==> config.mk <==
export PLATFORM = sky130hd
export DESIGN_NAME = sram_bank_sequencer
export DESIGN_NICKNAME = d
export VERILOG_FILES = /design/src/rtl/sram_seq_pkg.sv /design/src/rtl/sram_phase_gen.sv /design/src/rtl/sram_bank_sequencer.sv
export SDC_FILE = /design/constraint.sdc
export NUM_CORES = 1
export LEC_CHECK = 0
export ABC_CLOCK_PERIOD_IN_PS = 2100
export CORE_ASPECT_RATIO = 2
export CORE_MARGIN = 2
export CORE_UTILIZATION = 30
export CTS_BUF_LIST = sky130_fd_sc_hd__clkbuf_16
export CTS_CLUSTER_DIAMETER = 40
export CTS_CLUSTER_SIZE = 14
export DETAILED_ROUTE_END_ITERATION = 12
export MAX_ROUTING_LAYER = met4
export PLACE_DENSITY = 0.62
export REMOVE_ABC_BUFFERS = 1
export SYNTH_ARGS = -nofsm -noshare
export SYNTH_HDL_FRONTEND = slang
export SYNTH_HIERARCHICAL = 1
export SYNTH_SLANG_ARGS = --single-unit
==> constraint.sdc <==
create_clock -name clk -period 2.1 [get_ports clk]
set_clock_uncertainty 0.15 [all_clocks]
set_input_delay 0.21 -clock clk [delete_from_list [all_inputs] [get_ports clk]]
set_output_delay 0.21 -clock clk [all_outputs]
set_load 0.005 [all_outputs]
==> src/rtl/sram_seq_pkg.sv <==
// Shared sizes, step constants and types for the SRAM bank sequencer.
package sram_seq_pkg;
    localparam int NPH = 10;
    localparam int AW  = 5;
    localparam int DW  = 16;

    localparam int S_ADDR = 2;
    localparam int S_DATA = 4;
    localparam int S_CTL  = 6;
    localparam int S_WEN  = 8;
    localparam int S_LAST = 19;

    typedef enum logic { OP_READ, OP_WRITE } op_e;
    typedef enum logic { IDLE, RUN } state_e;

    function automatic logic in_win(input int s, input int lo, input int hi);
        return (s >= lo) && (s <= hi);
    endfunction
endpackage

==> src/rtl/sram_phase_gen.sv <==
// Step counter and square Bennett phase vector; start loads step 0, last flags the final step.
module sram_phase_gen #(
    parameter int NPH = sram_seq_pkg::NPH
) (
    input  logic                     clk,
    input  logic                     reset,
    input  logic                     start,
    output logic [NPH-1:0]           clkpos,
    output logic [$clog2(2*NPH)-1:0] step_nxt,
    output logic                     last
);
    import sram_seq_pkg::*;

    localparam int            SW       = $clog2(2*NPH);
    localparam logic [SW-1:0] STEP_MAX = SW'(2*NPH-1);

    logic           run;
    logic           run_n;
    logic [SW-1:0]  step;
    logic [NPH-1:0] clkpos_n;

    assign last = run && (step == STEP_MAX);

    // NOTE: every signal written here gets a default first, so no path can infer a latch.
    always_comb begin
        run_n    = run;
        step_nxt = step;
        if (start) begin
            run_n    = 1'b1;
            step_nxt = '0;
        end else if (last) begin
            run_n    = 1'b0;
            step_nxt = '0;
        end else if (run) begin
            step_nxt = step + SW'(1);
        end
        // bit k is high over the symmetric window [k, 2*NPH-1-k]
        clkpos_n = '0;
        for (int k = 0; k < NPH; k++)
            clkpos_n[k] = run_n && in_win(int'(step_nxt), k, 2*NPH-1-k);
    end

    // NOTE: sequential state uses non-blocking assignments so every register sees pre-edge values.
    always_ff @(posedge clk) begin
        if (reset) begin
            run    <= 1'b0;
            step   <= '0;
            clkpos <= '0;
        end else begin
            run    <= run_n;
            step   <= step_nxt;
            clkpos <= clkpos_n;
        end
    end
endmodule

==> src/rtl/sram_bank_sequencer.sv <==
// Drives one 2-port SRAM bank operation per 20-step Bennett cycle; reads return a one-cycle response.
module sram_bank_sequencer #(
    parameter int NPH = sram_seq_pkg::NPH,
    parameter int AW  = sram_seq_pkg::AW,
    parameter int DW  = sram_seq_pkg::DW
) (
    input  logic           clk,
    input  logic           reset,
    input  logic           req_valid,
    output logic           req_ready,
    input  logic           req_write,
    input  logic [AW-1:0]  req_addr_a,
    input  logic [AW-1:0]  req_addr_b,
    input  logic [DW-1:0]  req_data,
    output logic           rsp_valid,
    output logic [DW-1:0]  rsp_a,
    output logic [DW-1:0]  rsp_b,
    output logic [NPH-1:0] clkpos,
    output logic [AW-1:0]  addr_a,
    output logic [AW-1:0]  addr_b,
    output logic [DW-1:0]  wdata,
    output logic           read_en,
    output logic           reg_wrt_bar,
    output logic           write_en,
    input  logic [DW-1:0]  bank_out_a,
    input  logic [DW-1:0]  bank_out_b
);
    import sram_seq_pkg::*;

    state_e                   state, state_n;
    op_e                      op_q, op_n;
    logic [AW-1:0]            lat_addr_a, lat_addr_b, addr_a_n, addr_b_n;
    logic [DW-1:0]            lat_data, data_n;
    logic                     accept, last, run_n, wr_n, rd_done;
    logic [$clog2(2*NPH)-1:0] step_nxt;
    int                       s_n;

    assign accept  = req_valid && req_ready;
    assign rd_done = last && (op_q == OP_READ);

    sram_phase_gen #(.NPH(NPH)) u_phase (
        .clk      (clk),
        .reset    (reset),
        .start    (accept),
        .clkpos   (clkpos),
        .step_nxt (step_nxt),
        .last     (last)
    );

    always_comb begin
        state_n  = state;
        op_n     = op_q;
        addr_a_n = lat_addr_a;
        addr_b_n = lat_addr_b;
        data_n   = lat_data;
        if (accept) begin
            state_n  = RUN;
            op_n     = op_e'(req_write);
            addr_a_n = req_addr_a;
            addr_b_n = req_addr_b;
            data_n   = req_data;
        end else if (last) begin
            state_n = IDLE;
        end
        run_n = (state_n == RUN);
        wr_n  = (op_n == OP_WRITE);
        s_n   = int'(step_nxt);
    end

    // Controls are registered from the next step so they line up with the registered phase vector.
    always_ff @(posedge clk) begin
        if (reset) begin
            state       <= IDLE;
            op_q        <= OP_READ;
            lat_addr_a  <= '0;
            lat_addr_b  <= '0;
            lat_data    <= '0;
            req_ready   <= 1'b1;
            addr_a      <= '0;
            addr_b      <= '0;
            wdata       <= '0;
            read_en     <= 1'b0;
            reg_wrt_bar <= 1'b0;
            write_en    <= 1'b0;
            rsp_valid   <= 1'b0;
            rsp_a       <= '0;
            rsp_b       <= '0;
        end else begin
            state       <= state_n;
            op_q        <= op_n;
            lat_addr_a  <= addr_a_n;
            lat_addr_b  <= addr_b_n;
            lat_data    <= data_n;
            req_ready   <= !run_n || (s_n == S_LAST);
            addr_a      <= (run_n && in_win(s_n, S_ADDR, S_LAST - S_ADDR)) ? addr_a_n : '0;
            addr_b      <= (run_n && in_win(s_n, S_ADDR, S_LAST - S_ADDR)) ? addr_b_n : '0;
            wdata       <= (run_n && wr_n && in_win(s_n, S_DATA, S_LAST - S_DATA)) ? data_n : '0;
            reg_wrt_bar <= run_n && wr_n && in_win(s_n, S_CTL, S_LAST - S_CTL);
            read_en     <= run_n && !wr_n && in_win(s_n, S_CTL, S_CTL + 1);
            write_en    <= run_n && wr_n && (s_n == S_WEN);
            rsp_valid   <= rd_done;
            if (rd_done) begin
                rsp_a <= bank_out_a;
                rsp_b <= bank_out_b;
            end
        end
    end
endmodule

==> results of run 1 <==
-- sequential cells by signal, indices dropped and copies added (netlist names) --
signal	cells
read_en	1
u_phase/step	5
u_phase/run	1
op_q	1
state	1
reg_wrt_bar	1
lat_addr_a	5
rsp_a	16
addr_b	5
lat_addr_b	5
write_en	1
wdata	16
rsp_b	16
lat_data	16
addr_a	5
req_ready	1
rsp_valid	1
u_phase/clkpos	10
-- synth_stat cells (all sizes together), types with 2 or more instances --
| cell | instances |
|---|---|
| xnor2 | 2 |
| a22oi | 2 |
| nand2b | 3 |
| nor2 | 44 |
| nand3 | 2 |
| and2 | 2 |
| clkbuf | 7 |
| nor3 | 31 |
| xor2 | 2 |
| a21o | 2 |
| nor2b | 5 |
| dfxtp | 107 |
| mux2i | 28 |
| inv | 8 |
| o21ai | 4 |
| a21oi | 38 |
| buf | 15 |
| or3 | 3 |
| and2b | 3 |
| o22ai | 3 |
| nand2 | 73 |
| nor4 | 2 |
-- logic make-up (layout without fill, tap and decap cells) --
kind of cell / count (synthesis) / in the layout
mux: 28 / 28
flops: 107 / 107
fa+ha+maj: 1 / 1
compound gates: 58 / 58
other cells: 0 / 1
buf+inv: 30 / 201
simple gates: 177 / 177
xor+xnor: 4 / 4
-- layer usage --
metal	vias up	share of wire, %	GRT usage, %
met4	0	4.8	9.39
met5	-	0	-
li1	1699	-	-
met2	93	58	31.1
met1	1631	34	15.6
met3	32	3.2	3.27
-- report_power, final --
group | total, mW | leakage, nW | switching (mW) | internal [mW]
clock | 1.60 | 0.140 | 0.779 | 0.825
sequential | 2.09 | 0.868 | 0.0174 | 2.07
combinational | 0.402 | 1.34 | 0.181 | 0.220
total | 4.09 | 2.35 | 0.978 | 3.12
-- worst min-delay path by stage --
stage	from	end	slack (ps)	depth (start not counted)
floorplan	reset	rsp_a[0]	130	1
finish	reset	op_q	50	2
global placement	rsp_b[14]	rsp_b[14]	290	2
global route	reset	op_q	60	2
CTS	reset	op_q	40	2
detailed placement	rsp_b[6]	rsp_b[6]	300	2
-- worst reg2reg max path: cells and delay by family (launching register included) --
kind                   cells  cell delay (ps)
AND/OR/NAND/NOR            4             1010
AO/OA/AOI/OAI              1              210
flip-flops                 1              450
buffers and inverters      1              170
-- layout make-up --
cell class | instances | area [um^2] | area share, %
Clock inverter | 6 | 57.6 | 0.944
Inverter | 8 | 40.0 | 0.657
Antenna cell | 1 | 2.50 | 0.0410
Sequential cell | 107 | 2140 | 35.2
Clock buffer | 9 | 225 | 3.69
Multi-Input combinational cell | 268 | 1690 | 27.7
Timing Repair Buffer | 178 | 1750 | 28.7
Tap cell | 152 | 190 | 3.12
-- per-stage QoR --
step                      cells  utilization (%)
after floorplan             383                -
after global placement      711             44.3
after detailed placement    711             44.3
after CTS                   726             46.5
after global routing        729             46.9
final                       729             46.9
-- timing repair --
action | 4_1_cts | 5_1_grt
pin swaps | 1 | 5
setup buffers | 0 | 2
hold endpoints to repair | 0 | 0
gates resized for setup | 3 | 9
setup endpoints to repair | 6 | 23
==> summary.md, run 1 <==
| Metric | Value |
|---|---|
| Startpoint Class | `flip-flop` |
| Number of vias per cell after detailed routing | `4.74` |
| First DRT Iteration DRCs | `88` |
| Global-route wire length before repair | `17900 um` |
| Root buffer selected by CTS | `sky130_fd_sc_hd__clkbuf_16` |
| Boundary Pins | `135` |
| WHS | `49.1 ps` |
| Total via count in the routed design | `3455` |
| Initial core utilization | `30.6%` |
| Share of synthesized flip-flops with an asynchronous set or reset | `0%` |
| Combined area of all synthesized cells | `3980 um^2` |
| Post-Syn Area per Cell | `9.81 um^2` |
| Die span in y | `167 um` |
| Vias in the first global route | `3531` |
| Slew at the pin closest to its max-slew limit | `482 ps` |
| Inserted Clock Buffers | `9` |
| Routed wire length | `11500 um` |
| Antenna viol nets, final | `0` |
| Reg2Reg Depth | `6` |
| Maximum buffer depth of the clock tree | `2` |
| Shortest period the worst path allows | `2060 ps` |
| Initial antenna violation count | `1` |
| Arrival time of the worst setup path | `2180 ps` |
| Number of instances in the synthesized netlist | `405` |
| Hold violation count in the final report | `0` |
| Longest individual stage delay on the worst path | `560 ps` |
| Dominant synthesized flop cell | `sky130_fd_sc_hd__dfxtp_1` |
| Share of synthesized area occupied by flip-flops and latches | `53.9%` |
| Horizontal die dimension | `85.4 um` |
| Post-synthesis to final-layout area growth | `53.4%` |
| Total number of clock tree sinks | `107` |
| Slack of the critical path | `35.7 ps` |
| Leakage power figure | `2.35 nW` |
| Largest voltage drop on the vdd net | `0.433 mV` |
| Total of fill cells in the finished design | `1253` |
| Final estimated routing congestion in global placement | `0.932` |
| Top cell type by total area after synthesis | `sky130_fd_sc_hd__dfxtp_1` |
| Source-to-sink clock delay at the later pin of the worst-skew pair | `350 ps` |
| Leading post-synthesis cells by cell area | `sky130_fd_sc_hd__dfxtp_1 (54%), sky130_fd_sc_hd__mux2i_1 (6.8%), sky130_fd_sc_hd__nand2_1 (6.8%)` |
| Most frequent cells in the layout | `sky130_fd_sc_hd__clkdlybuf4s50_1 (133), sky130_fd_sc_hd__dfxtp_1 (105), sky130_fd_sc_hd__nand2_1 (71)` |
| Clock tree from TritonCTS | `yes` |
| Kind of critical path | `reg -> reg` |
| Initial DRT Pass Iterations | `4` |
| End of the worst register-to-register path | `write_en` |
| Finished layout cell area | `6100 um^2` |
| Port Buf Inserts | `134` |
| Worst-path cell with the longest stage delay | `sky130_fd_sc_hd__or4b_1` |
| Drt wl/cell | `15.7 um` |
| Top delay family on crit path | `simple AND/OR/NAND/NOR gates` |
| Number of logic stages on the critical path including buffering | `6` |
| Share of the synthesized area in compound gates (AO/OA/AOI/OAI) | `10.3%` |
| Crit path required time | `2220 ps` |
| Synthesized-area fraction occupied by adder cells | `0.315%` |
| Post-synth cell types | `56` |
| Pin count of the biggest net entering global routing | `37` |
| Post-detail-place hpwl | `8480 um` |
| Final critical-path share of the clock period | `98.3%` |
| Instance area after placement | `5750 um^2` |
| RSZ-0062 raised after global routing | `true` |
| Buffering stage count on the worst path with inverters included | `1` |
| Total of hold buffers inserted after clock tree synthesis | `0` |
| Most common library cell in the layout ignoring fill and taps | `sky130_fd_sc_hd__clkdlybuf4s50_1` |
| Number of nets in the final layout | `635` |
| Gr ovfl total | `0` |
| Fraction of the mapped netlist area in simple logic gates | `22.3%` |
| Post-route DRC | `0` |
| Clock slew at the register clock pins of the worst setup and hold paths | `70 ps` |
| Power per standard cell area | `671 nW/um^2` |
| Result of the run | `complete, no violations` |
| Htree depth | `3` |
| Number of slew-limit violations in the final report | `0` |
| Placeable core region | `13000 um^2` |
| CP max FO | `5` |
| Power after layout | `4.09 mW` |
| R2R setup slack | `40 ps` |
| Share of synthesized area spent on multiplexers | `7.37%` |
| Die footprint | `14200 um^2` |
| Final TNS setup | `0 ps` |
| Endpoint of the worst setup timing path | `write_en` |
| Class of the tightest hold or removal check | `in -> reg` |
| Yosys top cell area share | `53.9%` |
| Gr usage total | `16.8%` |
| Worst slack after detailed placement | `-172 ps` |
| Final setup vio count | `0` |
| Number of storage elements in the synthesis netlist | `107` |
| Type of destination of the critical path | `flip-flop` |
| Launching point of the worst reg2reg path | `u_phase/run` |
| Cell-by-cell listing of the critical path | `buf_4, and2b_1, a31oi_4, nor2_2, or4b_1, nor3_2` |
| Maximum clock rate | `484 MHz` |
| Critical path origin | `u_phase/run` |
| Reported max-cap violation count | `0` |
| Headroom to the max-slew limit | `67.9%` |
| Number of synthesized flops with an enable pin | `0` |
| Share of post-route cells with drive strength above 1 | `16.5%` |
| Synthesized-area fraction occupied by xor and xnor cells | `1.35%` |
| Number of synthesis warnings | `6` |
| Number of core rows | `59` |
| Combinational family with the most area after synthesis | `simple AND/OR/NAND/NOR gates` |
(Power assumes the default switching activity.)
==> run 2, diff against run 1 <==
PLACE_DENSITY = 0.67   (was 0.62)
==> run 2 against run 1 <==
  * Routed wire length decreased by 4.2%
  * Clock power is 4% higher
  * Register-to-register slack better by 50 ps
  * Flip-flop and latch count is the same
  * Cell area shrank 0.41%
  * Sequential power about the same
  * Sequential share of layout area increased by 0.23 points
  * Hold slack worse by 3.0 ps
  * Non-clock buffer count shrank 4
  * First-iteration DRC count is 52% higher
  * Global-route usage fell by 0.77 points
  * Count of clock-buffer cells in the layout unchanged
  * Critical path type unchanged
  * Critical endpoint is now u_phase/clkpos[7]
  * Largest cell class unchanged
  * Highest routed layer unchanged
==> summary.md, run 2 (synthesis gave the netlist of run 1 again) <==
| Metric | Value |
|---|---|
| Result of the run | `complete, no violations` |
| Final TNS setup | `0 ps (unchanged)` |
| Slew at the pin closest to its max-slew limit | `646 ps (+164 ps)` |
| Switching power share of the total | `24.5% (+0.62 points)` |
| Worst slack after detailed placement | `-128 ps (+45.0 ps)` |
| Boundary Pins | `135 (unchanged)` |
| Clock tree from TritonCTS | `yes` |
| Total via count in the routed design | `3365 (-2.6%)` |
| Post-route insts no fill | `725 (-0.55%)` |
| Initial antenna violation count | `0 (-1)` |
| Vias in the first global route | `3397 (-3.8%)` |
| Global-route wire length before repair | `17400 um (-2.9%)` |
| Leakage power figure | `2.32 nW (-0.92%)` |
| Worst-path cell with the longest stage delay | `sky130_fd_sc_hd__dfxtp_2` |
| Top delay family on crit path | `compound AO/OA/AOI/OAI gates` |
| Longest individual stage delay on the worst path | `340 ps (-220 ps)` |
| Reported max-cap violation count | `0 (unchanged)` |
| Root buffer selected by CTS | `sky130_fd_sc_hd__clkbuf_16` |
| Pin count of the biggest net entering global routing | `61 (+65%)` |
| Final estimated routing congestion in global placement | `0.977 (+4.9%)` |
| Number of instances in the placed design | `707 (-0.56%)` |
| Net Sw Power | `1.02 mW (+3.8%)` |
| Gr ovfl total | `0 (unchanged)` |
| Buffering stage count on the worst path with inverters included | `2 (+1)` |
| Clock share of power | `40.0% (+0.8 points)` |
| Htree depth | `3 (unchanged)` |
| Slack of the critical path | `86.8 ps (+51.1 ps)` |
| Largest voltage drop on the vdd net | `0.395 mV (-8.7%)` |
| Post-route DRC | `0 (unchanged)` |
| Total of hold buffers inserted after clock tree synthesis | `0 (unchanged)` |
| Crit path required time | `2220 ps (about the same)` |
| Kind of critical path | `reg -> reg` |
| WHS | `46.1 ps (-3.01 ps)` |
| First DRT Iteration DRCs | `134 (+52%)` |
| Port Buf Inserts | `134 (unchanged)` |
| Arrival time of the worst setup path | `2130 ps (-50 ps)` |
| Total number of clock tree sinks | `107 (unchanged)` |
| Share of post-route cells with drive strength above 1 | `16.6% (+0.086 points)` |
| Clock slew at the register clock pins of the worst setup and hold paths | `70 ps (about the same)` |
| Final setup vio count | `0 (unchanged)` |
| Number of core rows | `59 (unchanged)` |
| P_int | `3.13 mW (+0.38%)` |
| Number of vias per cell after detailed routing | `4.64 (-2.1%)` |
| Die footprint | `14200 um^2 (unchanged)` |
| Inserted Clock Buffers | `9 (unchanged)` |
| Post-synthesis to final-layout area growth | `52.8%` |
| Die span in y | `167 um (unchanged)` |
| Number of nets in the final layout | `631 (-0.63%)` |
| Finished layout cell area | `6070 um^2 (-0.41%)` |
| Maximum buffer depth of the clock tree | `2 (unchanged)` |
| Initial DRT Pass Iterations | `4 (unchanged)` |
| Routed wire length | `11000 um (-4.2%)` |
| Hold violation count in the final report | `0 (unchanged)` |
| Logic pwr share | `9.7% (about the same)` |
| Gr usage total | `16.0% (-0.77 points)` |
| Drt wl/cell | `15.1 um (-3.7%)` |
| Source-to-sink clock delay at the later pin of the worst-skew pair | `350 ps (about the same)` |
| Class of the tightest hold or removal check | `in -> reg` |
| Number of slew-limit violations in the final report | `0 (unchanged)` |
| Instance area after placement | `5700 um^2 (-0.96%)` |
| Final critical-path share of the clock period | `95.9% (-2.4 points)` |
| Initial core utilization | `30.6% (unchanged)` |
| Antenna viol nets, final | `0 (unchanged)` |
| Most common library cell in the layout ignoring fill and taps | `sky130_fd_sc_hd__clkdlybuf4s50_1` |
| Shortest period the worst path allows | `2010 ps (-51.1 ps)` |
| Cell-by-cell listing of the critical path | `ha_4, buf_4, and4b_1, o21ai_2, buf_4, o2111ai_4, or2_1, a22oi_2` |
| Placeable core region | `13000 um^2 (unchanged)` |
| Antenna diode count | `0 (-1)` |
| CP max FO | `5 (unchanged)` |
| Type of destination of the critical path | `flip-flop` |
| Crit-path most repeated cell | `sky130_fd_sc_hd__buf_4` |
| Power per standard cell area | `682 nW/um^2 (+1.6%)` |
| Maximum clock rate | `497 MHz (+2.5%)` |
| Horizontal die dimension | `85.4 um (unchanged)` |
| Part of the power in registers | `50.3% (-0.7 points)` |
| Startpoint Class | `flip-flop` |
| Headroom to the max-slew limit | `56.9% (-11 points)` |
| Most frequent cells in the layout | `sky130_fd_sc_hd__clkdlybuf4s50_1 (133), sky130_fd_sc_hd__dfxtp_1 (103), sky130_fd_sc_hd__nand2_1 (71)` |
| Post-detail-place hpwl | `8240 um (-2.8%)` |
| RSZ-0062 raised after global routing | `true` |
run 2: cell type report:
class                           count  area, um^2
Clock buffer                        9         225
Clock inverter                      7        66.3
Fill cell                        1227        6920
Inverter                            8        42.5
Multi-Input combinational cell    268        1700
Sequential cell                   107        2150
Tap cell                          152         190
Timing Repair Buffer              174        1700
run 2: worst paths after layout:
| kind | slack, ps | endpoint | from | depth (start not counted) |
|---|---|---|---|---|
| max | 90 | u_phase/clkpos[7] | u_phase/step[0] | 8 |
| min | 50 | u_phase/step[3] | reset | 2 |
| max reg2reg | 90 | u_phase/clkpos[7] | u_phase/step[0] | 8 |
| min reg2reg | 300 | rsp_b[15] | rsp_b[15] | 2 |
run 2: repair_timing:
action,CTS,global route
pin swaps,1,3
endpoints found under the setup margin,15,31
buffers inserted,0,2
gates resized for setup,4,12
run 2: layer usage:
metal | vias to the layer above | part of all wire [%] | track usage [%]
li1 | 1686 | - | -
met1 | 1601 | 37 | 16.0
met2 | 66 | 59 | 30.1
met3 | 12 | 2.2 | 1.98
met4 | 0 | 2.0 | 7.25
met5 | - | 0 | -
run 2: power by group through the flow:
| stage | sequential, mW | clock [mW] | combinational, mW |
|---|---|---|---|
| 2_1_floorplan | 2.14 | 0 | 0.159 |
| 3_5_place_dp | 2.13 | 0 | 0.391 |
| 4_1_cts | 2.09 | 1.71 | 0.394 |
| 6_report | 2.09 | 1.66 | 0.401 |
| 3_3_place_gp | 2.13 | 0 | 0.386 |
| 5_1_grt | 2.09 | 1.79 | 0.433 |
run 2: stage by stage:
stage	power, mW	util [%]
finish	4.14	46.7
global route	4.31	46.7
CTS	4.19	46.2
detailed placement	2.53	43.9
global placement	2.52	43.9
floorplan	2.29	-
==> edit: new RTL, config.mk and constraints of run 1 <==
The package constant `NPH` goes from 10 to 9.
--- a/src/rtl/sram_seq_pkg.sv
+++ b/src/rtl/sram_seq_pkg.sv
@@ -1,6 +1,6 @@
 // Shared sizes, step constants and types for the SRAM bank sequencer.
 package sram_seq_pkg;
-    localparam int NPH = 10;
+    localparam int NPH = 9;
     localparam int AW  = 5;
     localparam int DW  = 16;
 
Ports: changed (resized clkpos); port bits go from 135 to 134. The function was not compared with the original's and may differ.
==> edit against run 1 <==
- count of clock-buffer cells in the layout did not move
- sequential cell count fell by 1
- sequential share of layout area fell by 0.98 points
- final area up 2.1%
- area after synthesis is 2.2% lower
- wire length down 1.9%
- worst setup slack got worse by 0.018 ns
- die area shrank 2.1%
- total power grew 0.30%
- largest power group unchanged
- highest routed layer unchanged
==> edit: results (changes against run 1) <==
[routing]
route.met3.wl_um=408  ; +9.7%
met2_length_um=6380  ; -3.2%
avgRoutedWirePerCell_um=15.4  ; -2.3%
drtIter0Drc=174  ; +98%
drt-met1-wl_um=3910  ; -0.76%
vias_per_cell=4.74  ; about the same

[finish]
diodes=0  ; -1
layout-drive-gt1-share_pct=21.0  ; +4.5 points
nets=641  ; +0.94%

[grt]
grt_pass1_vias=3642  ; +3.1%
grt_max_degree=63  ; +70%
use_met3_pct=3.05  ; -0.22 points
met2_usage_pct=30.5  ; -0.59 points
antenna_found_initial=0  ; -1
grt_pass1_wl_um=17400  ; -3.1%
use_met1_pct=15.0  ; -0.54 points

[setup_path]
critical_path_arrival_ns=2.22  ; +0.04 ns
slowest_delay_ns=0.40  ; -0.16 ns
critPathMaxFanout=10  ; +5

[power]
leakagePower_nw=2.39  ; +2.0%
clkPwrFrac_pct=38.9  ; -0.3 points
ir_drop_mv=0.402  ; -7.1%
pwr-share-seq_pct=50.4  ; -0.6 points
p_int_mw=3.11  ; -0.12%

[yosys]
synthAdderAreaFrac_pct=0.644  ; +0.33 points
synth_compound_area_share_pct=9.62  ; -0.67 points
synthXorXnorAreaFrac_pct=2.06  ; +0.71 points
synth.mux.area_fraction_pct=6.69  ; -0.67 points
yosysUniqueCellTypes=53  ; -5.4%
syn_avg_cell_area_um2=9.60  ; -2.2%
synth_common_cells=106 x dfxtp_1, 74 x nand2_1, 40 x nor2_1, 36 x a21oi_1
synth_area_leaders=dfxtp_1 55%, nand2_1 7.1%, mux2i_1 6.7%

[sta]
worstMarginPinSlew_ns=0.504  ; +0.0223 ns

[placement]
place_congestion=0.856  ; -8.2%
place_hpwl_um=8220  ; -3.1%
placedCellCount=709  ; -0.28%
io_buffers=133  ; -0.75%
place_ws_ns=-0.282  ; -0.109 ns

[outcome]
outcome=completed

## edit: cell count changes after synthesis, sizes merged, moves of 2 or more
cell,before,now
nor3,31,33
nand3,2,4
nor2,44,40
nand4,1,4
nand2,73,75
nor4,2,0
xor2,2,5
and3,1,3
nor2b,5,3
mux2i,28,26
and2b,3,1
inv,8,6
## edit: final cells by class
type	count	area, um^2
Fill cell	1195	6400
Sequential cell	106	2130
Timing Repair Buffer	183	1810
Multi-Input combinational cell	271	1790
Clock buffer	9	225
Tap cell	150	188
Clock inverter	7	60.1
Inverter	6	25.0
## edit: metrics by stage
step           utilization [%]  power (mW)  instance area, um^2
3_3_place_gp              45.1        2.52                 5690
3_5_place_dp              45.1        2.53                 5690
2_1_floorplan                -        2.27                 3750
5_1_grt                   49.3        4.27                 6230
4_1_cts                   47.9        4.15                 6040
6_report                  49.3        4.11                 6230
## edit: timing repair
| item | in CTS | in global routing |
|---|---|---|
| gates resized for setup | 7 | 37 |
| endpoints found under the hold margin | 0 | 0 |
| setup endpoints to repair | 26 | 33 |
| pin swaps | 2 | 11 |
| buffers inserted | 4 | 4 |
## edit: path summary, 6_finish.rpt
| path | from | to | slack, ns | cells past startpoint |
|---|---|---|---|---|
| worst min-delay path | reset | u_phase/step[4]$_SDFF_PP0_ | 0.07 | 2 |
| worst max register to register | u_phase/step[0]$_SDFF_PP0_ | addr_b[4]$_SDFF_PP0_ | 0.02 | 8 |
| worst max-delay path | u_phase/step[0]$_SDFF_PP0_ | addr_b[4]$_SDFF_PP0_ | 0.02 | 8 |
| worst min register to register | rsp_b[2]$_SDFFE_PP0P_ | rsp_b[2]$_SDFFE_PP0P_ | 0.30 | 2 |
